--- src/rtl/uivtc_pip_mixer.sv ---
// PiP mixer: composes RGB888 from timing-generator strobes, background colour and
// the PiP frame-buffer FIFO; owns the FIFO read side and its once-per-frame flush.
module uivtc_pip_mixer #(
  parameter logic [23:0] BG_COLOR     = 24'h202020,
  parameter logic [23:0] UFLOW_COLOR  = 24'hFF00FF,
  parameter int unsigned FLUSH_CYCLES = 16,
  parameter bit          RESYNC_EVERY = 1'b1
) (
  input  logic        I_vtc_clk,
  input  logic        I_vtc_rstn,
  input  logic        I_vs,
  input  logic        I_hs,
  input  logic        I_de,
  input  logic        I_win_de,
  output logic        O_fifo_rd,
  input  logic [23:0] I_fifo_dout,
  input  logic        I_fifo_empty,
  output logic        O_fifo_rst,
  output logic        O_vs,
  output logic        O_hs,
  output logic        O_de,
  output logic [23:0] O_rgb,
  output logic        O_frame_start,
  output logic [15:0] O_uflow_cnt
);

  typedef enum logic [1:0] {S_IDLE, S_FLUSH, S_WAIT, S_ACTIVE} state_t;

  localparam logic [15:0] FLUSH_LAST = 16'(FLUSH_CYCLES - 1);

  state_t      state, state_nxt;
  logic [15:0] flush_cnt, flush_cnt_nxt;
  logic        vs_q, vs_rise, reading, uflow;
  logic        vs1, hs1, de1, win1, rd1, uflow1;
  logic        de_seen;

  assign vs_rise   = I_vs & ~vs_q;
  assign reading   = (state == S_ACTIVE) | ((state == S_WAIT) & I_de);
  assign O_fifo_rd = I_win_de & ~I_fifo_empty & reading;
  assign uflow     = I_win_de & ~O_fifo_rd & reading;

  always_comb begin
    state_nxt     = state;
    flush_cnt_nxt = flush_cnt;
    case (state)
      S_IDLE: begin
        if (vs_rise) begin
          state_nxt     = S_FLUSH;
          flush_cnt_nxt = '0;
        end
      end
      S_FLUSH: begin
        if (vs_rise)
          flush_cnt_nxt = '0;
        else if (flush_cnt == FLUSH_LAST)
          state_nxt = S_WAIT;
        else
          flush_cnt_nxt = flush_cnt + 16'd1;
      end
      S_WAIT: begin
        if (I_de) state_nxt = S_ACTIVE;
      end
      S_ACTIVE: begin
        if (RESYNC_EVERY && vs_rise) begin
          state_nxt     = S_FLUSH;
          flush_cnt_nxt = '0;
        end
      end
      default: state_nxt = S_IDLE;
    endcase
  end

  // O_fifo_rst is the registered image of the FLUSH state, so it spans exactly the flush count
  always_ff @(posedge I_vtc_clk or negedge I_vtc_rstn) begin
    if (!I_vtc_rstn) begin
      state      <= S_IDLE;
      flush_cnt  <= '0;
      vs_q       <= 1'b0;
      O_fifo_rst <= 1'b0;
    end else begin
      state      <= state_nxt;
      flush_cnt  <= flush_cnt_nxt;
      vs_q       <= I_vs;
      O_fifo_rst <= (state_nxt == S_FLUSH);
    end
  end

  always_ff @(posedge I_vtc_clk or negedge I_vtc_rstn) begin
    if (!I_vtc_rstn) begin
      vs1    <= 1'b0;
      hs1    <= 1'b0;
      de1    <= 1'b0;
      win1   <= 1'b0;
      rd1    <= 1'b0;
      uflow1 <= 1'b0;
    end else begin
      vs1    <= I_vs;
      hs1    <= I_hs;
      de1    <= I_de;
      win1   <= I_win_de;
      rd1    <= O_fifo_rd;
      uflow1 <= uflow;
    end
  end

  // FIFO data lands one clock after the read strobe, i.e. alongside the stage-1 flags
  always_ff @(posedge I_vtc_clk or negedge I_vtc_rstn) begin
    if (!I_vtc_rstn) begin
      O_vs          <= 1'b0;
      O_hs          <= 1'b0;
      O_de          <= 1'b0;
      O_rgb         <= '0;
      O_frame_start <= 1'b0;
      O_uflow_cnt   <= '0;
      de_seen       <= 1'b0;
    end else begin
      O_vs          <= vs1;
      O_hs          <= hs1;
      O_de          <= de1;
      O_frame_start <= de1 & ~de_seen;
      de_seen       <= vs_rise ? 1'b0 : (de_seen | de1);
      if (!de1)
        O_rgb <= '0;
      else if (win1 && rd1)
        O_rgb <= I_fifo_dout;
      else if (win1 && uflow1)
        O_rgb <= UFLOW_COLOR;
      else
        O_rgb <= BG_COLOR;
      if (uflow1 && (O_uflow_cnt != '1))
        O_uflow_cnt <= O_uflow_cnt + 16'd1;
    end
  end

endmodule
--- config.mk ---
export PLATFORM = sky130hd
export DESIGN_NAME = uivtc_pip_mixer
export DESIGN_NICKNAME = d
export VERILOG_FILES = /design/src/rtl/uivtc_pip_mixer.sv
export SDC_FILE = /design/constraint.sdc
export NUM_CORES = 1
export LEC_CHECK = 0
export CORE_MARGIN = 4
export CORE_UTILIZATION = 35
export DETAILED_ROUTE_END_ITERATION = 8
export PLACE_DENSITY_LB_ADDON = 0.12
export SYNTH_ARGS = -nofsm -noshare
export SYNTH_HDL_FRONTEND = slang
export SYNTH_SLANG_ARGS = --single-unit
export TNS_END_PERCENT = 100
--- constraint.sdc ---
create_clock -name I_vtc_clk -period 5.13 [get_ports I_vtc_clk]
set_clock_uncertainty 0.2 [all_clocks]
set_input_delay 1.2825 -clock I_vtc_clk [delete_from_list [all_inputs] [get_ports I_vtc_clk]]
set_output_delay 1.2825 -clock I_vtc_clk [all_outputs]
set_load 0.01 [all_outputs]
==> impl.org <==
** Outcome
- Outcome :: finished, final reports clean

** Timing
- Final Hold Violating Endpoints :: 0
- In this run the tightest slew margin relative to its limit is 0.405.
- Setup repair after global routing left no endpoint under its margin.
- Share of the clock period used by the worst path after layout :: 0.821
- Summed over all failing endpoints, the final setup total negative slack is 0 ns.
- Setup violations remaining at the end of the flow were counted as 0.
- FMAX :: 238 MHz
- For the finished layout, the period the worst path requires is approximately 4.2 ns.
- The count of pins over their slew limit came to 0.
- Least-Margin Pin Slew :: between 0.8 and 0.9 ns

** CTS
- Gates resized during post-CTS repair numbered 0.
- Count of clock tree sinks :: 70
- Post-cts hold buffer count :: 0
- Depth of the CTS H-tree :: 3
- For the worst-skew pair, the clock arrives at the later sink with an insertion delay of about 0.34 ns.
- Largest buffer count on any clock path :: 2
- TritonCTS built the clock tree.
- Clock transition at the registers of the reported paths :: roughly 0.070 ns
- Inserted Clock Buffers :: 9
- Post-CTS setup buffer count :: 0
- Clk Tree Root Cell :: clkbuf_8

** GRT
- GRT Total Usage :: 0.142
- Global-route wire length before repair :: 11.5 mm
- Entering global routing, the biggest net connects 46 pins.
- The number of antenna violations at the first check in global routing is 0.
- The number of global-route vias before repair was about 2300.
- Final global-route overflow total :: 0

** Logic synthesis
- Yosys attributes the largest share of cell area to dfrtp_1 (57%), a21o_1 (4.7%), ha_1 (2.9%), xnor2_1 (2.6%), nand4_1 (2.3%).
- Yosys mapped a number of flops with a built-in enable equal to 0.
- Number of nets produced by synthesis :: roughly 310
- Most frequent cell after synthesis :: dfrtp_1
- Cell taking the most area after synthesis :: dfrtp_1
- Yosys printed 0 warnings.
- Ranking of synthesized cells by instance count :: dfrtp_1 (70), a21o_1 (19), nor2_1 (18)
- Ys async rst share :: 1.00
- Synthesized cell area :: ~3000 um2
- Number of distinct library cell variants in the gate-level netlist after synthesis :: 46
- Sequential-to-total area share from yosys stat :: 0.574
- Synthesis inferred 70 register bits.
- Counting every instance in the synthesized netlist gives 276.
- Synth Flop Type :: dfrtp_1
- Post-Synthesis Mean Instance Area :: 11.1 um2
- Top-area cell type share of the netlist area :: 0.574

** Finish
- The finished cells cover ~4100 um2.
- Of the cells placed in the final design, the portion with a size suffix greater than 1 is 0.0748.
- Final Util :: 0.494
- In the final design database the tool counted around 400 nets.
- Layout area overhead :: 34.8%
- The repair_antennas step left the layout with diodes totalling 0.

** Placed design
- The count of buffers added on input and output ports is between 70 and 80.
- The congestion estimate from routability-driven global placement came to roughly 0.8.
- Detailed placement ended at an HPWL of around 5.1 mm.
- After detailed placement, the total cell area comes to between 3000 and 4000 um2.

** Floorplanning
- For this design the top-level I/O count stands at 77.
- From left edge to right edge, the die measures approximately 100 um.
- In this run the vertical extent of the chip is between 100 and 150 um.
- The floorplan has 33 rows.
- Core box area :: 8340 um2
- Die area :: 10300 um2
- For this configuration, the core starts out at a cell density of 0.366.

** Worst setup path
- Cell-by-cell trace of the critical path :: clkdlybuf4s50_1 > nand2_1 > nand2b_1 > nand2_1 > nor2_1 > clkdlybuf4s50_1
- The worst setup path is of the input pin to primary output kind.
- CP Launch Type :: input pin
- In this run the worst path has a maximum fanout of 2.
- Slowest cell on the critical path :: clkdlybuf4s50_1
- Peak per-stage delay on the critical path :: around 0.56 ns
- Data arrival time of the worst path :: 2.73 ns
- The worst setup path is captured at a primary output.
- For the worst setup path, the data required time is between 3 and 4 ns.

** Routing
- DR DRC count :: 0
- Total number of vias :: between 2000 and 2500
- Antenna Nets Post-Route :: 0
- Starting DRT DRC Count :: slightly above 100
- The pre-antenna-repair detailed-routing pass consisted of 4 iterations.
- Wires add up to 7.16 mm.
- Dividing the detail-routed via count by the number of cells gives 5.15.
- Wirelength per Cell :: approximately 15 um

** Power
- Power per unit of standard cell area :: ~340 nW/um2
- Reported leakage power :: around 1.9 nW
- Worst IR drop on VDD :: slightly below 0.2 mV

** Worst hold path
- In this run the worst hold path is classified as register to register.

** Run
- Across the run, the number of max-cap violations was 0.
worst paths after layout:
path / from / cells past startpoint / to / slack (ns)
worst max-delay path: I_de / 6 / O_fifo_rd / 0.92
worst min-delay path: hs1$_DFF_PN0_ / 0 / O_hs$_DFF_PN0_ / 0.16
worst max register to register: state[0]$_DFF_PN0_ / 5 / flush_cnt[6]$_DFFE_PN0P_ / 2.65
worst min register to register: hs1$_DFF_PN0_ / 0 / O_hs$_DFF_PN0_ / 0.16
max in group asynchronous: I_vtc_rstn / 2 / flush_cnt[9]$_DFFE_PN0P_ / 2.98
min in group asynchronous: I_vtc_rstn / 1 / O_uflow_cnt[13]$_DFFE_PN0P_ / 0.74
state kept, by name, indices dropped and copies added, names as in the netlist:
| register | cells |
|---|---|
| de_seen | 1 |
| de1 | 1 |
| hs1 | 1 |
| O_fifo_rst | 1 |
| O_de | 1 |
| flush_cnt | 16 |
| state | 2 |
| O_vs | 1 |
| O_hs | 1 |
| win1 | 1 |
| O_uflow_cnt | 16 |
| O_frame_start | 1 |
| vs1 | 1 |
| O_rgb | 24 |
| uflow1 | 1 |
| rd1 | 1 |
report_power, final:
part	switching [W]	internal, W
registers	0.0000319	0.000587
clock network	0.000209	0.000236
logic	0.000197	0.000141
kinds of logic after synthesis:
family                   synth area share
AND/OR/NAND/NOR                     0.195
XOR/XNOR                           0.0315
multiplexers                       0.0107
flip-flops                          0.574
adder cells (fa/ha/maj)            0.0287
buffers and inverters              0.0172
AO/OA/AOI/OAI                       0.143
metal layers:
metal | vias up | share of wire | GRT usage
li1 | 1161 | - | -
met1 | 1159 | 0.51 | 0.213
met2 | 70 | 0.41 | 0.200
met3 | 9 | 0.062 | 0.0296
met4 | 0 | 0.016 | 0.0552
met5 | - | 0 | 0
cell type report:
cell class,instances,area (um2)
inverters,6,22.5
multi-input cells,192,1250
flip-flops and latches,70,1750
clock buffers,10,138
repair buffers,77,763
well taps,105,131
fillers,784,4220
clock inverters,6,61.3
cell usage in the layout (no fill, tap or decap), types with 3 or more instances in the layout:
cell type        instances
nor3_1                   5
a21o_1                  19
or4_1                    3
nand3_1                  9
a31oi_1                  8
nand4_1                 11
dfrtp_1                 70
and2_1                   9
ha_1                     7
nand2_1                 15
o21ai_0                 13
xnor2_1                  9
o21a_1                   3
nand2b_1                 3
nor2b_1                  4
nor2_1                  18
nor4_1                   5
and3_1                   9
and4_1                   4
inv_1                    6
clkbuf_8                10
clkinv_2                 3
clkdlybuf4s50_1         75
a21oi_1                 10
stage by stage:
step	worst slack [ns]	hold slack (ns)	total power, W	std cells
finish	0.920	0.160	0.00140	466
global placement	0.959	0.134	0.000970	450
CTS	0.912	0.160	0.00142	466
global route	0.870	0.162	0.00149	466
floorplan	2.02	0.131	0.000842	276
detailed placement	0.930	0.143	0.000969	450
critical path: cells and delay by family:
kind          cells  cell delay, ns
simple gates      4            0.39
buf+inv           2            1.05
Note: power is estimated with default switching activity, not from simulation.
